`src/rtl/pet_clk_pkg.sv`:
```
// Shared types and helpers for the PET2001 clock-enable / reset generator.
// The CPU divisor set stays a top-level parameter list; the helpers here only
// turn that list into the widths and per-rate values the divider needs.
package pet_clk_pkg;

   // Reset sequencer states: power-on hold, stretched hold, normal running.
   typedef enum logic [1:0] {
      POR  = 2'd0,
      HOLD = 2'd1,
      RUN  = 2'd2
   } rst_state_t;

   localparam int unsigned SPEED_SEL_W = 2;
   localparam int unsigned NUM_RATES   = 2 ** SPEED_SEL_W;

   // Divisor (clk cycles per ce_cpu) for a given rate select.
   function automatic int unsigned cpu_div_of(
      input logic [SPEED_SEL_W-1:0] sel,
      input int unsigned            div_0,
      input int unsigned            div_1,
      input int unsigned            div_2,
      input int unsigned            div_3
   );
      case (sel)
         2'd0:    return div_0;
         2'd1:    return div_1;
         2'd2:    return div_2;
         default: return div_3;
      endcase
   endfunction

   function automatic int unsigned max_of4(
      input int unsigned a,
      input int unsigned b,
      input int unsigned c,
      input int unsigned d
   );
      int unsigned m;
      m = a;
      if (b > m) m = b;
      if (c > m) m = c;
      if (d > m) m = d;
      return m;
   endfunction

   // Bits needed to count 0..v-1, never less than one.
   function automatic int unsigned cnt_width(input int unsigned v);
      return (v <= 1) ? 1 : $clog2(v);
   endfunction

endpackage

```
`src/rtl/pet_ce_div.sv`:
```
// Programmable clock-enable divider.
// The counter runs 0..term, term being (period - 1) of the rate currently
// applied. A new rate select is taken only on the terminal count, so a rate
// change always completes the running period first and no period is ever cut
// short or stretched. The enable pulse is registered and fires on the
// count==0 phase whenever the gate is open; the counter itself never stops,
// so a closed gate suppresses pulses without shifting their phase.
module pet_ce_div
   import pet_clk_pkg::*;
#(
   parameter int unsigned CNT_W = 7,
   parameter int unsigned SEL_W = 2
) (
   input  logic                           clk,
   input  logic                           reset,
   input  logic [SEL_W-1:0]               sel_in,
   // Entry i, at [i*CNT_W +: CNT_W], holds (period - 1) for rate select i.
   input  logic [(2**SEL_W)*CNT_W-1:0]    term_table,
   input  logic                           gate,
   output logic                           at_zero,
   output logic                           ce,
   output logic [SEL_W-1:0]               sel_active
);

   logic [CNT_W-1:0] ccnt_q, ccnt_d;
   logic [SEL_W-1:0] sel_q, sel_d;
   logic             ce_q, ce_d;
   logic [CNT_W-1:0] term;
   logic             tc;

   // Next count, rate select and enable pulse.
   always_comb begin
      // NOTE: every signal written here gets a value on every path (the
      // plain assignments below); a path that left one unassigned would
      // make synthesis infer a latch to hold its old value.
      term    = term_table[int'(sel_q) * CNT_W +: CNT_W];
      tc      = (ccnt_q == term);
      at_zero = (ccnt_q == '0);
      ccnt_d  = tc ? '0 : ccnt_q + CNT_W'(1);
      sel_d   = tc ? sel_in : sel_q;
      ce_d    = at_zero & gate;
   end

   // Divider state registers.
   always_ff @(posedge clk or posedge reset) begin
      // NOTE: non-blocking assignments so every flop samples the values from
      // before this edge; blocking ones would let later statements see
      // already-updated state and simulate differently from the netlist.
      if (reset) begin
         ccnt_q <= '0;
         sel_q  <= '0;
         ce_q   <= 1'b0;
      end else begin
         ccnt_q <= ccnt_d;
         sel_q  <= sel_d;
         ce_q   <= ce_d;
      end
   end

   assign ce         = ce_q;
   assign sel_active = sel_q;

endmodule

```
`src/rtl/pet_clk_reset_gen.sv`:
```
// Clock-enable and system-reset generator for the PET2001 MiST top level.
// Produces the pixel-rate enables for the video mixer, a CPU enable with four
// selectable rates plus stop / single-step, and a sequenced system reset
// (power-on hold, then a hold stretched past the last reset request).
// All enables keep running while sys_reset is high so the CPU sees clock
// edges during reset. Every CPU_DIV_x must be at least 2.
module pet_clk_reset_gen
   import pet_clk_pkg::*;
#(
   parameter int unsigned PIX_DIV_LOG2 = 3,
   parameter int unsigned CPU_DIV_0    = 112,
   parameter int unsigned CPU_DIV_1    = 31,
   parameter int unsigned CPU_DIV_2    = 56,
   parameter int unsigned CPU_DIV_3    = 14,
   parameter int unsigned POR_CYCLES   = 100000000,
   parameter int unsigned RST_STRETCH  = 15
) (
   input  logic                   clk,
   input  logic                   reset,
   input  logic                   rst_req,
   input  logic [SPEED_SEL_W-1:0] speed_sel,
   input  logic                   cpu_stop,
   input  logic                   step,
   output logic                   ce_pix2x,
   output logic                   ce_pix1x_p,
   output logic                   ce_pix1x_n,
   output logic                   ce_cpu,
   output logic                   sys_reset,
   output logic [SPEED_SEL_W-1:0] rate_active
);

   // ------------------------------------------------------------------
   // Derived constants
   // ------------------------------------------------------------------
   localparam int unsigned PIX_W     = PIX_DIV_LOG2 + 1;
   localparam int unsigned CPU_CNT_W =
      cnt_width(max_of4(CPU_DIV_0, CPU_DIV_1, CPU_DIV_2, CPU_DIV_3));
   localparam int unsigned RST_CNT_W =
      (cnt_width(POR_CYCLES) > cnt_width(RST_STRETCH)) ?
       cnt_width(POR_CYCLES) : cnt_width(RST_STRETCH);

   localparam logic [PIX_W-1:0] PIX_HALF = {1'b1, {PIX_DIV_LOG2{1'b0}}};

   localparam logic [RST_CNT_W-1:0] POR_LOAD  = RST_CNT_W'(POR_CYCLES - 1);
   localparam logic [RST_CNT_W-1:0] HOLD_LOAD = RST_CNT_W'(RST_STRETCH - 1);

   // Terminal counts (period - 1) for rate selects 3..0, MSB entry first.
   localparam logic [NUM_RATES*CPU_CNT_W-1:0] CPU_TERM_TABLE = {
      CPU_CNT_W'(cpu_div_of(2'd3, CPU_DIV_0, CPU_DIV_1, CPU_DIV_2, CPU_DIV_3) - 1),
      CPU_CNT_W'(cpu_div_of(2'd2, CPU_DIV_0, CPU_DIV_1, CPU_DIV_2, CPU_DIV_3) - 1),
      CPU_CNT_W'(cpu_div_of(2'd1, CPU_DIV_0, CPU_DIV_1, CPU_DIV_2, CPU_DIV_3) - 1),
      CPU_CNT_W'(cpu_div_of(2'd0, CPU_DIV_0, CPU_DIV_1, CPU_DIV_2, CPU_DIV_3) - 1)
   };

   // ------------------------------------------------------------------
   // Pixel divider: free-running, untouched by rst_req / stop / speed
   // ------------------------------------------------------------------
   logic [PIX_W-1:0] pdiv_q, pdiv_d;
   logic             ce_pix2x_q, ce_pix2x_d;
   logic             ce_pix1x_p_q, ce_pix1x_p_d;
   logic             ce_pix1x_n_q, ce_pix1x_n_d;

   // Pixel counter advance and the three pixel-enable decodes.
   always_comb begin
      pdiv_d       = pdiv_q + PIX_W'(1);
      ce_pix2x_d   = (pdiv_q[PIX_DIV_LOG2-1:0] == '0);
      ce_pix1x_p_d = (pdiv_q == '0);
      ce_pix1x_n_d = (pdiv_q == PIX_HALF);
   end

   // ------------------------------------------------------------------
   // CPU enable: stop / single-step gate around the programmable divider
   // ------------------------------------------------------------------
   logic step_prev_q, step_prev_d;
   logic step_pending_q, step_pending_d;
   logic step_edge;
   logic cpu_gate;
   logic cpu_at_zero;
   logic cpu_issue;
   logic ce_cpu_w;
   logic [SPEED_SEL_W-1:0] rate_active_w;

   // Step edge detection and the one-shot pending flag that opens the gate.
   always_comb begin
      step_prev_d = step;
      step_edge   = step & ~step_prev_q;
      cpu_gate    = ~cpu_stop | step_pending_q;
      cpu_issue   = cpu_at_zero & cpu_gate;
      // Issuing a ce_cpu consumes the pending step; further edges seen
      // before that collapse into the same single pulse.
      if (cpu_issue) begin
         step_pending_d = 1'b0;
      end else if (step_edge & cpu_stop) begin
         step_pending_d = 1'b1;
      end else begin
         step_pending_d = step_pending_q;
      end
   end

   pet_ce_div #(
      .CNT_W (CPU_CNT_W),
      .SEL_W (SPEED_SEL_W)
   ) u_cpu_div (
      .clk        (clk),
      .reset      (reset),
      .sel_in     (speed_sel),
      .term_table (CPU_TERM_TABLE),
      .gate       (cpu_gate),
      .at_zero    (cpu_at_zero),
      .ce         (ce_cpu_w),
      .sel_active (rate_active_w)
   );

   // ------------------------------------------------------------------
   // Reset sequencer: POR -> HOLD -> RUN, RUN -> HOLD on rst_req
   // ------------------------------------------------------------------
   rst_state_t             state_q, state_d;
   logic [RST_CNT_W-1:0]   rcnt_q, rcnt_d;
   logic                   sys_reset_q, sys_reset_d;

   // Next-state logic; the counter serves both the POR and the HOLD timing.
   always_comb begin
      state_d = state_q;
      rcnt_d  = rcnt_q;
      case (state_q)
         POR: begin
            // rst_req is deliberately ignored until the power-on hold ends.
            if (rcnt_q == '0) begin
               state_d = HOLD;
               rcnt_d  = HOLD_LOAD;
            end else begin
               rcnt_d = rcnt_q - RST_CNT_W'(1);
            end
         end
         HOLD: begin
            if (rst_req) begin
               rcnt_d = HOLD_LOAD;
            end else if (rcnt_q == '0) begin
               state_d = RUN;
            end else begin
               rcnt_d = rcnt_q - RST_CNT_W'(1);
            end
         end
         RUN: begin
            if (rst_req) begin
               state_d = HOLD;
               rcnt_d  = HOLD_LOAD;
            end
         end
         default: begin
            state_d = POR;
            rcnt_d  = POR_LOAD;
         end
      endcase
   end

   // Output decode from the next state, so the registered sys_reset lines up
   // with the state it describes instead of lagging it by one cycle.
   always_comb begin
      sys_reset_d = (state_d != RUN);
   end

   // All registers of this module; async reset restarts the power-on hold.
   always_ff @(posedge clk or posedge reset) begin
      if (reset) begin
         pdiv_q         <= '0;
         ce_pix2x_q     <= 1'b0;
         ce_pix1x_p_q   <= 1'b0;
         ce_pix1x_n_q   <= 1'b0;
         step_prev_q    <= 1'b0;
         step_pending_q <= 1'b0;
         state_q        <= POR;
         rcnt_q         <= POR_LOAD;
         sys_reset_q    <= 1'b1;
      end else begin
         pdiv_q         <= pdiv_d;
         ce_pix2x_q     <= ce_pix2x_d;
         ce_pix1x_p_q   <= ce_pix1x_p_d;
         ce_pix1x_n_q   <= ce_pix1x_n_d;
         step_prev_q    <= step_prev_d;
         step_pending_q <= step_pending_d;
         state_q        <= state_d;
         rcnt_q         <= rcnt_d;
         sys_reset_q    <= sys_reset_d;
      end
   end

   assign ce_pix2x    = ce_pix2x_q;
   assign ce_pix1x_p  = ce_pix1x_p_q;
   assign ce_pix1x_n  = ce_pix1x_n_q;
   assign ce_cpu      = ce_cpu_w;
   assign sys_reset   = sys_reset_q;
   assign rate_active = rate_active_w;

endmodule
```
`config.mk`:
```
export PLATFORM = sky130hd
export DESIGN_NAME = pet_clk_reset_gen
export DESIGN_NICKNAME = d
export VERILOG_FILES = /design/src/rtl/pet_clk_pkg.sv /design/src/rtl/pet_ce_div.sv /design/src/rtl/pet_clk_reset_gen.sv
export SDC_FILE = /design/constraint.sdc
export NUM_CORES = 1
export LEC_CHECK = 0
export ABC_AREA = 1
export CORE_ASPECT_RATIO = 1.75
export CORE_MARGIN = 1
export CORE_UTILIZATION = 60
export CTS_CLUSTER_SIZE = 12
export DETAILED_ROUTE_END_ITERATION = 12
export HOLD_SLACK_MARGIN = 0.05
export PLACE_DENSITY = 0.83
export SYNTH_ARGS = -nofsm -noshare
export SYNTH_HDL_FRONTEND = slang
export SYNTH_SLANG_ARGS = --single-unit
```
`constraint.sdc`:
```
create_clock -name clk -period 2.1 [get_ports clk]
set_clock_uncertainty 0.2 [all_clocks]
set_input_delay 0.42 -clock clk [delete_from_list [all_inputs] [get_ports clk]]
set_output_delay 0.42 -clock clk [all_outputs]
set_load 0.05 [all_outputs]
```
==> results.md, run 1 <==
- After detailed routing, the number of remaining DRC violations is 0.
- In this run the count of I/O pins placed on the die edge is 14.
- VDD sags by at most 0.0009250 V.
- The post-synth design cell area is between 3000 and 4000 sq um.
- The initialized floorplan defines 34 standard-cell rows.
- The post-synthesis compound-gate area fraction is slightly below 5%.
- The die outline height is 96.33 microns.
- The number of antenna violations at the first check in global routing is 0.
- The number of pins exceeding their max-slew limit in the final report is 0.
- The number of nets in the synthesized netlist is between 400 and 500.
- The largest net degree at the start of global routing is 50.
- Input and output buffers added on the ports amount to 13.
- The largest fanout on the critical path is 1.
- In the final routed layout, each cell accounts on average for around 14 microns.
- Buffers inserted to repair hold after CTS numbered 0.
- The clock latency on the worst-skew pair is about 0.31 ns.
- The number of warning messages in the yosys log is 0.
- The mean number of vias per cell is approximately 5.5.
- The effective utilization at floorplan is approximately three fifths.
- The floorplan step defined a core boundary enclosing 4935 sq um.
- The slowest cell on the critical path is sky130_fd_sc_hd__clkdlybuf4s50_1.
- The number of fill cells is around 410.
- The CTS tree is done.
- In the final design database the tool counted between 400 and 500 nets.
- The maximum clock rate is roughly 480 MHz.
- The final hold violation count is 0.
- The total of endpoints with negative setup slack in the final report is 0.
- The buffer type at the clock tree root is sky130_fd_sc_hd__clkbuf_8.
- The worst hold path class is flop to flop.
- In this run the mean area of a mapped cell was 7.161 sq um.
- Data on the critical path is required at its endpoint by around 1.5 ns.
- After routing the design area is between 3000 and 4000 sq um.
- The first TritonRoute pass finished after 4 iterations.
- The number of buffers and inverters on the critical path is 1.
- The final critical path takes up between 90% and 100% of the cycle.
- The first-pass GRT wire length is roughly 11000 microns.
- Across all setup checks in the final design, the least slack found is 0.03602 ns.
- The critical path startpoint category is a flop.
- STA classifies the critical path endpoint as an output port.
- Among all flip-flop cells after synthesis, the most frequent one is sky130_fd_sc_hd__dfrtp_1.
- After layout, the minimum clock period comes to 2.064 ns.
- The cell area power density is ~800 nW/um^2.
- Walking the worst path, the cells encountered are clkdlybuf4s50_1.
- The cell area reported after detailed placement is about 3300 sq um.
- Before CTS, the worst setup slack after placement is between 0.04 and 0.05 ns.
- The global-route usage over all layers is ~26%.
- The analysis attributes to cell leakage a power of 1.755 nW.
- The post-route netlist has ~14% of its cells at a drive strength greater than 1.
- The number of buffers on the longest clock path is 2.
- The synthesized netlist devotes between 30% and 40% of its cell area to simple gates.
- After the first detailed-routing iteration, the DRC count stood at 66.
- Clock-pin slew was measured on the worst setup and hold paths at 0.09 ns.
- In the synthesized netlist, mux cells make up 0% of the area.
- Buffers inserted during clock tree synthesis total 5.
- The total via count in the routed design is 2787.
- Yosys mapped a number of flops with a built-in enable equal to 0.
- The number of library cell types mapped by synthesis is 30.
- The worst pin sits at a relative slew slack of 59.48%.
- For this run, the slowest stage of the critical path takes 0.80 ns.
- The actual slew at the worst max-slew pin is about 0.61 ns.
- Synthesis handed over a netlist of between 400 and 500 instances.
- The flow ran to the end, and the final reports show no timing, DRC or antenna violations.
- The kind of cell adding the most delay to the critical path is buffers and inverters.
- The startpoint-to-endpoint class of the critical path is flop to output port.
- The arrival time at the worst endpoint is roughly 1.4 ns.
- The diode insertion count for antenna repair is 0.
- Summing the areas of all fa, ha and maj instances in the mapped netlist gives 4.512% of the synthesized area.
- The horizontal die dimension is 55.90 microns.
- The global-route congestion overflow total is 0.
- The synthesis-to-layout area growth is 13.41%.
- The final cell utilization of the core is 70.11%.
- Overall power consumption after layout is estimated at between 0.002 and 0.003 W.
- By area, the combinational part of the netlist is dominated by simple AND/OR/NAND/NOR gates.
- The routed design has a little under 7000 microns of wire.
- The global placer's final weighted congestion is about 0.9.
- The count of H-tree levels built during CTS is 2.
- CTS saw 49 sinks.
- The via count of the first global-routing pass came to between 2000 and 3000.
- Once detailed placement completed, the half-perimeter wirelength came to about 4800 microns.
- The number of max-cap violations is 0.
- The total of flip-flops plus latches after synthesis is 49.
- The antenna violation net count after detailed routing is 0.
- The floorplan step defined a die boundary enclosing ~5400 sq um.
- The proportion of synthesized flip-flops having asynchronous set or reset is 100.0%.
- After synthesis, flip-flops and latches occupy 41.02% of the total area.
- The synthesized netlist devotes ~6.6% of its cell area to XOR and XNOR gates.
-- stage by stage --
step / hold WS [ns] / TNS [ns] / std cells
finish: 0.2440 / 0 / 504
CTS: 0.2537 / 0 / 500
global route: 0.2647 / -0.4372 / 504
global placement: 0.2133 / 0 / 492
detailed placement: 0.2388 / 0 / 492
floorplan: 0.2080 / 0 / 426
-- routing by layer --
metal	track usage [%]	up-vias	wire length (microns)
li1	-	1372	-
met1	24.48	1317	2628
met2	53.01	72	3774
met3	3.495	26	272
met4	12.20	0	259
met5	0	-	0
-- report_power, final --
part	switching (W)	total, W	leakage, nW	internal, W
Clock	0.000336	0.000724	0.0574	0.000388
Sequential	0.000146	0.00126	0.565	0.00111
Combinational	0.000483	0.000779	1.13	0.000296
-- repair_timing --
item                                    4_1_cts  5_1_grt
setup buffers                                 0        2
gates resized for setup                       0       13
endpoints found under the setup margin        0       35
-- logic make-up (layout without fill, tap and decap cells) --
logic type	Yosys count	after routing
DFF	49	49
adders and majority gates	11	11
AOI/OAI and AO/OA	23	24
buffers and inverters	54	77
and+or+nand+nor	266	266
xor gates and xnor gates	23	23
-- state kept, by name (all words and copies together) (netlist names) --
signal,count
rcnt_q,27
u_cpu_div.ccnt_q,7
pdiv_q,4
state_q,2
u_cpu_div.sel_active,2
ce_pix1x_n,1
ce_pix1x_p,1
ce_pix2x,1
step_pending_q,1
step_prev_q,1
sys_reset,1
u_cpu_div.ce,1
-- final cells by class --
type | instances | area [sq um] | share of cell area [%]
clock buffer | 6 | 82.58 | 2.387
clock inverter | 2 | 37.54 | 1.085
inverter | 48 | 182.7 | 5.280
multi-input combinational | 324 | 1604 | 46.37
sequential | 49 | 1255 | 36.27
tap | 54 | 67.56 | 1.953
timing repair buffer | 21 | 230.2 | 6.655
-- cells in the mapped netlist (all sizes together), types with 3 or more instances --
| cell type | instances | share of area, % |
|---|---|---|
| nor2 | 75 | 9.4 |
| ha | 11 | 4.5 |
| nor3 | 7 | 1.1 |
| xor2 | 16 | 4.6 |
| dfrtp | 29 | 24 |
| buf | 5 | 1.4 |
| nand3 | 16 | 3.0 |
| nand2 | 156 | 19 |
| nor4 | 3 | 0.62 |
| o21ai | 9 | 1.6 |
| nand4 | 6 | 1.2 |
| inv | 46 | 5.7 |
| xnor2 | 7 | 2.0 |
| o2111ai | 7 | 2.0 |
| dfstp | 20 | 17 |
| a21oi | 5 | 0.82 |
-- layout by cell type, fill, tap and decap left out, types with 8 or more instances in the layout --
cell type                         instances
sky130_fd_sc_hd__buf_4                    8
sky130_fd_sc_hd__clkdlybuf4s50_1          8
sky130_fd_sc_hd__dfrtp_1                 26
sky130_fd_sc_hd__dfstp_2                 20
sky130_fd_sc_hd__ha_1                    11
sky130_fd_sc_hd__inv_1                   42
sky130_fd_sc_hd__nand2_1                153
sky130_fd_sc_hd__nand3_1                 15
sky130_fd_sc_hd__nor2_1                  68
sky130_fd_sc_hd__xor2_1                  16
-- worst paths after layout --
check	slack (ns)	endpoint	start	cells past startpoint
setup reg to reg	0.09	rcnt_q[22]	rcnt_q[12]	12
min in group asynchronous	0.25	ce_pix1x_p	reset	3
setup / recovery	0.04	ce_cpu	u_cpu_div.ce	1
hold reg to reg	0.24	ce_pix1x_p	pdiv_q[3]	1
max in group asynchronous	1.15	sys_reset	reset	3
hold / removal	0.24	ce_pix1x_p	pdiv_q[3]	1
-- worst reg2reg max path: stages, from the launching register on --
cell and delay [ns]:
sky130_fd_sc_hd__dfrtp_1 0.44, sky130_fd_sc_hd__nor2_1 0.16, sky130_fd_sc_hd__nand2_1 0.12, sky130_fd_sc_hd__inv_2 0.07
sky130_fd_sc_hd__nand2_1 0.05, sky130_fd_sc_hd__nor2_2 0.17, sky130_fd_sc_hd__nand2_2 0.11, sky130_fd_sc_hd__nand2_2 0.09
sky130_fd_sc_hd__nand3_4 0.12, sky130_fd_sc_hd__buf_12 0.18, sky130_fd_sc_hd__nand2_1 0.08, sky130_fd_sc_hd__nor2_1 0.07
sky130_fd_sc_hd__nor2_1 0.09
No activity file was read; power rests on OpenSTA's default activity.
==> inputs of run 2 (changes only) <==
--- a/config.mk
+++ b/config.mk
@@ -7,7 +7,6 @@
 export LEC_CHECK = 0
 export ABC_AREA = 1
 export CORE_ASPECT_RATIO = 1.75
-export CORE_MARGIN = 1
 export CORE_UTILIZATION = 60
 export CTS_CLUSTER_SIZE = 12
 export DETAILED_ROUTE_END_ITERATION = 12
==> results of run 2 <==
The final DEF is identical to that of run 1; final timing and power are the same.
